==> src/rtl/mult_rr_arbiter.sv <==
// mult_rr_arbiter: round-robin front end sharing one GO/READY multiplier.
// Optional watchdog: define MULT_ARB_TIMEOUT_EN (limit TMO_CYCLES).
module mult_rr_arbiter #(
  parameter int N_REQ      = 4,
  parameter int OP_W       = 3,
  parameter int TMO_CYCLES = 64
) (
  input  logic                  SYS_CLOCK,
  input  logic                  SYS_ARESET_N,
  input  logic [N_REQ-1:0]      REQ,
  input  logic [N_REQ*OP_W-1:0] A_IN,
  input  logic [N_REQ*OP_W-1:0] B_IN,
  input  logic                  MULT_READY,
  input  logic [2*OP_W-1:0]     MULT_Y,
  output logic                  MULT_GO,
  output logic [OP_W-1:0]       MULT_A,
  output logic [OP_W-1:0]       MULT_B,
  output logic [N_REQ-1:0]      GNT,
  output logic [N_REQ-1:0]      DONE,
  output logic [2*OP_W-1:0]     RESULT,
  output logic                  ERR
);

  localparam int PW = $clog2(N_REQ);

  typedef enum logic [2:0] {
    S_IDLE,
    S_LAUNCH,
    S_WAIT_BUSY,
    S_WAIT_DONE,
    S_RESP
  } state_t;

  state_t              state_q, state_d;
  logic [PW-1:0]       ptr_q, ptr_d;
  logic [PW-1:0]       gidx_q, gidx_d;
  logic [N_REQ-1:0]    gnt_q, gnt_d;
  logic [N_REQ-1:0]    done_q, done_d;
  logic [OP_W-1:0]     a_q, a_d;
  logic [OP_W-1:0]     b_q, b_d;
  logic                go_q, go_d;
  logic [2*OP_W-1:0]   res_q, res_d;
  logic                err_q, err_d;
  logic                pick_vld;
  logic [PW-1:0]       pick_idx;
  logic                tmo_hit;

  // Round-robin scan: first set request at or after ptr.
  always_comb begin
    int j;
    logic [PW-1:0] jj;
    pick_vld = 1'b0;
    pick_idx = '0;
    j = 0;
    jj = '0;
    for (int i = 0; i < N_REQ; i++) begin
      j = int'(ptr_q) + i;
      if (j >= N_REQ) j = j - N_REQ;
      jj = PW'(j);
      if (!pick_vld && REQ[jj]) begin
        pick_vld = 1'b1;
        pick_idx = jj;
      end
    end
  end

`ifdef MULT_ARB_TIMEOUT_EN
  localparam int TW = $clog2(TMO_CYCLES + 1);
  logic [TW-1:0] tmo_q;
  logic          in_wait;

  assign in_wait = (state_q == S_WAIT_BUSY) ||
                   (state_q == S_WAIT_DONE);
  assign tmo_hit = in_wait &&
                   (tmo_q == TW'(TMO_CYCLES - 1));

  // Wait-state cycle counter; restarts on every state change.
  always_ff @(posedge SYS_CLOCK or negedge SYS_ARESET_N) begin
    if (!SYS_ARESET_N) begin
      tmo_q <= '0;
    end else if (!in_wait || state_d != state_q) begin
      tmo_q <= '0;
    end else begin
      tmo_q <= tmo_q + 1'b1;
    end
  end
`else
  localparam int UNUSED_TMO = TMO_CYCLES;
  assign tmo_hit = 1'b0;
`endif

  // Next-state and next-output logic for the arbitration FSM.
  always_comb begin
    state_d = state_q;
    ptr_d   = ptr_q;
    gidx_d  = gidx_q;
    gnt_d   = gnt_q;
    done_d  = done_q;
    a_d     = a_q;
    b_d     = b_q;
    go_d    = 1'b0;
    res_d   = res_q;
    err_d   = err_q;
    unique case (state_q)
      S_IDLE: begin
        if (MULT_READY && pick_vld) begin
          state_d = S_LAUNCH;
          gidx_d  = pick_idx;
          gnt_d   = N_REQ'(1) << pick_idx;
          a_d     = OP_W'(A_IN >> (pick_idx * OP_W));
          b_d     = OP_W'(B_IN >> (pick_idx * OP_W));
          go_d    = 1'b1;
        end
      end
      S_LAUNCH: begin
        state_d = S_WAIT_BUSY;
      end
      S_WAIT_BUSY: begin
        if (!MULT_READY) begin
          state_d = S_WAIT_DONE;
        end else if (tmo_hit) begin
          state_d = S_RESP;
          done_d  = N_REQ'(1) << gidx_q;
          res_d   = '0;
          err_d   = 1'b1;
        end
      end
      S_WAIT_DONE: begin
        if (MULT_READY) begin
          state_d = S_RESP;
          done_d  = N_REQ'(1) << gidx_q;
          res_d   = MULT_Y;
          err_d   = 1'b0;
        end else if (tmo_hit) begin
          state_d = S_RESP;
          done_d  = N_REQ'(1) << gidx_q;
          res_d   = '0;
          err_d   = 1'b1;
        end
      end
      S_RESP: begin
        state_d = S_IDLE;
        done_d  = '0;
        err_d   = 1'b0;
        gnt_d   = '0;
        ptr_d   = (gidx_q == PW'(N_REQ - 1)) ?
                  '0 : gidx_q + 1'b1;
      end
      default: begin
        state_d = S_IDLE;
      end
    endcase
  end

  // State and registered outputs.
  always_ff @(posedge SYS_CLOCK or negedge SYS_ARESET_N) begin
    if (!SYS_ARESET_N) begin
      state_q <= S_IDLE;
      ptr_q   <= '0;
      gidx_q  <= '0;
      gnt_q   <= '0;
      done_q  <= '0;
      a_q     <= '0;
      b_q     <= '0;
      go_q    <= 1'b0;
      res_q   <= '0;
      err_q   <= 1'b0;
    end else begin
      state_q <= state_d;
      ptr_q   <= ptr_d;
      gidx_q  <= gidx_d;
      gnt_q   <= gnt_d;
      done_q  <= done_d;
      a_q     <= a_d;
      b_q     <= b_d;
      go_q    <= go_d;
      res_q   <= res_d;
      err_q   <= err_d;
    end
  end

  assign MULT_GO = go_q;
  assign MULT_A  = a_q;
  assign MULT_B  = b_q;
  assign GNT     = gnt_q;
  assign DONE    = done_q;
  assign RESULT  = res_q;
  assign ERR     = err_q;

endmodule

==> config.mk <==
export PLATFORM = sky130hd
export DESIGN_NAME = mult_rr_arbiter
export DESIGN_NICKNAME = d
export VERILOG_FILES = /design/src/rtl/mult_rr_arbiter.sv
export SDC_FILE = /design/constraint.sdc
export NUM_CORES = 1
export LEC_CHECK = 0
export BUFFER_PORTS_ARGS = -buffer_cell sky130_fd_sc_hd__buf_4
export CAP_MARGIN = 25
export CORE_MARGIN = 3
export CORE_UTILIZATION = 30
export CTS_CLUSTER_SIZE = 16
export DETAILED_ROUTE_END_ITERATION = 8
export PLACE_DENSITY = 0.61
export SYNTH_ARGS = -nofsm -noshare
export SYNTH_HDL_FRONTEND = slang
export SYNTH_SLANG_ARGS = --single-unit
==> constraint.sdc <==
create_clock -name SYS_CLOCK -period 4.5 [get_ports SYS_CLOCK]
set_input_delay 0.45 -clock SYS_CLOCK [delete_from_list [all_inputs] [get_ports SYS_CLOCK]]
set_output_delay 0.45 -clock SYS_CLOCK [all_outputs]
set_load 0.005 [all_outputs]
== Word-level counts from Yosys, hierarchy flattened ==
Cells that the tools add are included.

* Add/sub/neg operators: 8
* $mul: 1
* Magnitude comparators: 8
* Equal/unequal tests: 8
* Shift operators: 4
* Muxes and demuxes: 33
* Reductions and logical operators: 15

{| class="wikitable"
|+ Operators with widths
! cell !! number
|-
| $shr 12x4->3 || 2
|-
| $mux 2 || 9
|-
| $pmux 4 s2 || 2
|-
| $lt 2x3->1 const B || 4
|-
| $pmux 3 s4 || 1
|-
| $mux 1 || 11
|-
| $ge 3x3->1 const B || 3
|-
| $mux 3 || 3
|-
| $bmux 1 s2 || 4
|-
| $mux 4 || 2
|-
| $reduce_and 2->1 || 4
|-
| $shl 1x2->4 const A || 2
|-
| $sub 2x1->2 const B || 4
|-
| $add 2x2->3 const B || 2
|-
| $eq 3x2->1 const B || 2
|-
| $ne 2x2->1 const B || 3
|-
| $logic_and 1x1->1 || 4
|-
| $mul 2x2->4 const B || 1
|-
| $reduce_bool 2->1 || 2
|-
| $add 2x1->3 const B || 1
|-
| $eq 3x1->1 const B || 1
|-
| $eq 3x3->1 const B || 1
|-
| $ge 2x3->1 const B || 1
|-
| $logic_not 1->1 || 3
|-
| other kinds (5) || 5
|}

* Bits in registers: 29
* Input bits: 37
* Logic and storage cells: 87

== Longest topological paths before layout ==
* Depth after elaboration: 17
* Mapped depth: 7
* Depth with buffers taken out: 7

== Worst setup path after synthesis ==
Ideal clock, no wire load.

* Path type: input to register
* From: input port REQ[0]
* To: register gnt_q[2], in the netlist GNT[2]
* Setup time: 121 ps
* Arrival: 1,476 ps
* Required time: 4,379 ps
* Setup slack: 2,903 ps
* Stages on the path: 7
* Path buffers: 1
* Cell sequence: nor4_2 > nor3_2 > nand2_4 > inv_2 > and2_1 > buf_6 > a22o_2

* Word-level cells in the longest chain between the ends: 15
* Elaborated cells between the ends (all ways): 28
* Those cells by class: 1 x eq/ne; 1 x shift; 18 x mux; 8 x reduce/logical

{| class="wikitable"
|+ Ends and longest elaborated chain
! item !! RTL line !! text
|-
| start, declared || 10 || <nowiki>input logic [N_REQ-1:0] REQ,</nowiki>
|-
| $bmux 1 s2 || 60 || <nowiki>if (!pick_vld && REQ[jj]) begin</nowiki>
|-
| $mux 1 (not written as such) || 60 ||
|-
| $mux 1 || 60 ||
|-
| $logic_not 1->1 || 60 ||
|-
| $logic_and 1x1->1 || 60 ||
|-
| $mux 1 || 60 ||
|-
| $logic_not 1->1 || 60 ||
|-
| $logic_and 1x1->1 || 60 ||
|-
| $mux 1 || 60 ||
|-
| $logic_not 1->1 || 60 ||
|-
| $logic_and 1x1->1 || 60 ||
|-
| $mux 2 or $mux 1 (tied branches) || 60 ||
|-
| $shl 1x2->4 or $logic_and 1x1->1 (tied branches) || 109, 106 ||
|-
| $mux 4 or $ne 2x2->1 (tied branches) || - ||
|-
| $pmux 4 s2 or $reduce_and 2->1 (tied branches) || - ||
|-
| end signal, assigned || 172 || <nowiki>gnt_q <= gnt_d;</nowiki>
|-
| end, declared || 37 || <nowiki>logic [N_REQ-1:0] gnt_q, gnt_d;</nowiki>
|}

Several ways; a longest one is shown, not always the timed one. The select of a mux whose other input is x is not followed.
A chain may end at the register's enable or synchronous reset.

== Final worst setup path ==
* From: register ptr_q[1]
* To: register a_q[2], in the netlist MULT_A[2]

* Word-level cells in the longest chain between the ends: 16
* Elaborated cells between the ends (all ways): 41
* Those cells by class: 7 x add/sub; 1 x mul; 4 x order compare; 1 x shift; 20 x mux; 8 x reduce/logical

{| class="wikitable"
|+ Ends and longest elaborated chain
! item !! RTL line !! text
|-
| start, declared || 35 || <nowiki>logic [PW-1:0] ptr_q, ptr_d;</nowiki>
|-
| start signal, assigned || 170 || <nowiki>ptr_q <= ptr_d;</nowiki>
|-
| parallel branches: the longest is 16 deep, another holds $add 2x1->3 || - ||
|-
| end signal, assigned || 163 || <nowiki>a_q <= '0;</nowiki>
|-
| end signal, assigned || 174 || <nowiki>a_q <= a_d;</nowiki>
|-
| end, declared || 39 || <nowiki>logic [OP_W-1:0] a_q, a_d;</nowiki>
|}

Parallel ways; which one is timed is not known. The select of a mux whose other input is x is not followed.

==> run_results.csv <==
group,metric,value,unit
outcome,outcome,"finished clean",
timing,worst_slew_pin_slew,0.514,ns
die,start_util,0.315,
clocking,htreeDepth,1,
timing,finalCritPeriodShare,0.423,
routing,drc,0,
clocking,numClockSinks,28,
routing,postRouteWirelength,3530,um
setup_path,slowest_delay,0.57,ns
timing,fin_ws,2.60,ns
clocking,clk_pin_slew,0.09,ns
clocking,cts_setup_buffers,0,
die,ios,59,
placement,place_hpwl,2680,um
routing,vias,1203,
yosys,synth-main-ff-cell,"dfrtp_1",
yosys,synth.most_common_cell,"dfrtp_1",
routing,routedWlPerCell,13.9,um
yosys,yosys.area.top_type,"dfrtp_1",
setup_path,cp_top_family,"compound AO/OA/AOI/OAI gates",
die,fp.dieH,76.9,um
yosys,ys_seq_area_frac,0.464,
placement,numPortBuffers,57,
global_route,grt.total_usage,0.125,
clocking,cts_buffer_depth,2,
yosys,yosys_register_bits,28,
yosys,synth_area_leaders,"dfrtp_1 46%, mux2i_1 5.3%, mux2_2 5.2%",
yosys,yosysWarnings,0,
timing,finClkSkew,0.00550,ns
yosys,synth_cell_type_count,40,
global_route,grt_first_pass_wirelength,6070,um
clocking,worstSkewPairLatency,0.27,ns
routing,drtIter0Drc,21,
timing,final_hold_viol_count,0,
timing,drv_slew,0,
finish,drive_above_1_share,0.462,
placement,placed_area,1980,sq um
die,rows,25,
clocking,cts_tree,"built",
yosys,synth_top_area_frac,0.464,
timing,period_needed,1.90,ns
power,p_leak,0.967,nW
min_path,min_path_type,"in2async",
clocking,ctsResizeCount,0,
timing,setup-tns-final,0,ns
setup_path,crit_type,"reg2reg",
global_route,grt_pass1_vias,1261,
yosys,syn_area_per_cell,11.4,sq um
clocking,cts_buffers,3,
power,irDropWorstVdd,307,uV
setup_path,r2r_slack,2.60,ns
finish,stdcell_area,2020,sq um
setup_path,crit_path_end_kind,"flip-flop",
setup_path,cp_max_fo,14,
setup_path,critPathBufInv,0,
global_route,grt_max_degree,29,
yosys,synth_area,1510,sq um
setup_path,crit_arrival,2.04,ns
setup_path,slowest_stage,"a2111oi_0",
clocking,hold_buffers,0,
die,coreArea,4790,sq um
flow_run,cap_violations,0,
die,die_w,76.9,um
timing,fmax,525,MHz
finish,fillers,458,
clocking,root_buffer,"clkbuf_8",
timing,finalSetupViolations,0,
setup_path,worstPathCellList,"mux2i_1 > a2bb2oi_4 > nand2_4 > a2111oi_0 > a211oi_1",
die,die_area,5920,sq um
global_route,antenna_found_initial,0,
routing,ant_nets,0,
timing,max-slew-margin-rel,0.649,
global_route,overflow,0,
timing,rsz0062_at_grt,"false",
finish,fin_nets,229,
yosys,netlist_top_cells_count,"28 x dfrtp_1, 13 x nor2_1, 8 x mux2i_1, 7 x mux2_2",
placement,gp_congestion,0.734,
routing,via_per_inst,4.75,
setup_path,cp-start-kind,"flip-flop",
yosys,synthArstFlopShare,1.00,
finish,area_delta_synth_final,33.7,%
yosys,synth_edf_count,0,
placement,dp_slack,2.53,ns
setup_path,required,4.64,ns
finish,antennaDiodeCount,0,
yosys,syn-num-nets,173,
power,cellPowerDensity,557,nW/um^2
yosys,synth_cells,132,
routing,firstDrtPassIters,4,
-- sequential cells by signal (all words and copies together) (netlist names) --
name	cells
gidx_q	2
MULT_A	3
RESULT	6
DONE	4
state_q	3
MULT_GO	1
GNT	4
MULT_B	3
ptr_q	2
-- cells by family after synthesis --
kind of cell | Yosys count | synth area share
other cells | 1 | 0.00249
fa+ha+maj | 4 | 0.0332
buf+inv | 11 | 0.0423
simple gates | 39 | 0.149
flops | 28 | 0.464
compound gates | 34 | 0.203
mux | 15 | 0.105
-- worst paths after layout --
check / startpoint / endpoint / depth (start not counted)
max: ptr_q[1]$_DFFE_PN0P_ / MULT_A[2]$_DFFE_PN0P_ / 5
max in group asynchronous: SYS_ARESET_N / GNT[1]$_DFFE_PN0P_ / 1
min: SYS_ARESET_N / ptr_q[0]$_DFFE_PN0P_ / 1
max reg2reg: ptr_q[1]$_DFFE_PN0P_ / MULT_A[2]$_DFFE_PN0P_ / 5
min in group SYS_CLOCK: MULT_Y[4] / RESULT[4]$_DFFE_PN0P_ / 2
min reg2reg: GNT[0]$_DFFE_PN0P_ / GNT[0]$_DFFE_PN0P_ / 1
-- report_power, final --
part | internal (mW) | switching [mW]
clock network | 0.0600 | 0.0714
logic | 0.290 | 0.237
registers | 0.366 | 0.100
total | 0.716 | 0.408
-- cell usage in the layout (no fill, tap or decap), types with 3 or more instances in the layout --
cell type and count:
dfrtp_1 28, and3_2 5, a211oi_1 5, buf_4 57, clkbuf_8 3, a2111oi_0 4, nor2_1 13, nand2b_1 4
mux2i_1 8, nand2_1 4, a21oi_1 5, o22ai_1 5, ha_1 4, inv_1 4, mux2_2 7
-- stage by stage --
| stage | total power, mW | hold slack, ns | std cells | util |
|---|---|---|---|---|
| after global placement | 0.999 | 0.395 | 250 | 0.413 |
| final | 1.12 | 0.0915 | 253 | 0.421 |
| after CTS | 1.14 | 0.0897 | 253 | 0.421 |
| after global routing | 1.22 | 0.0914 | 253 | 0.421 |
| after detailed placement | 1.00 | 0.391 | 250 | 0.413 |
| after floorplan | 0.776 | 0.154 | 132 | - |
-- layer usage --
metal	part of all wire	vias up	GRT usage	routed length, um
met5	0	-	0	0
met2	0.42	59	0.192	1470
li1	-	593	-	-
met4	0	0	0.00543	0
met3	0.094	0	0.0469	332
met1	0.49	551	0.176	1720
-- layout make-up --
class	count	area [sq um]	share of cell area
sequential	28	701	0.347
clock buffer	3	41.3	0.0205
timing repair buffer	57	428	0.212
multi-input combinational	93	744	0.369
tap	67	83.8	0.0416
inverter	5	18.8	0.00931
Power figures use the tool's default switching activity.
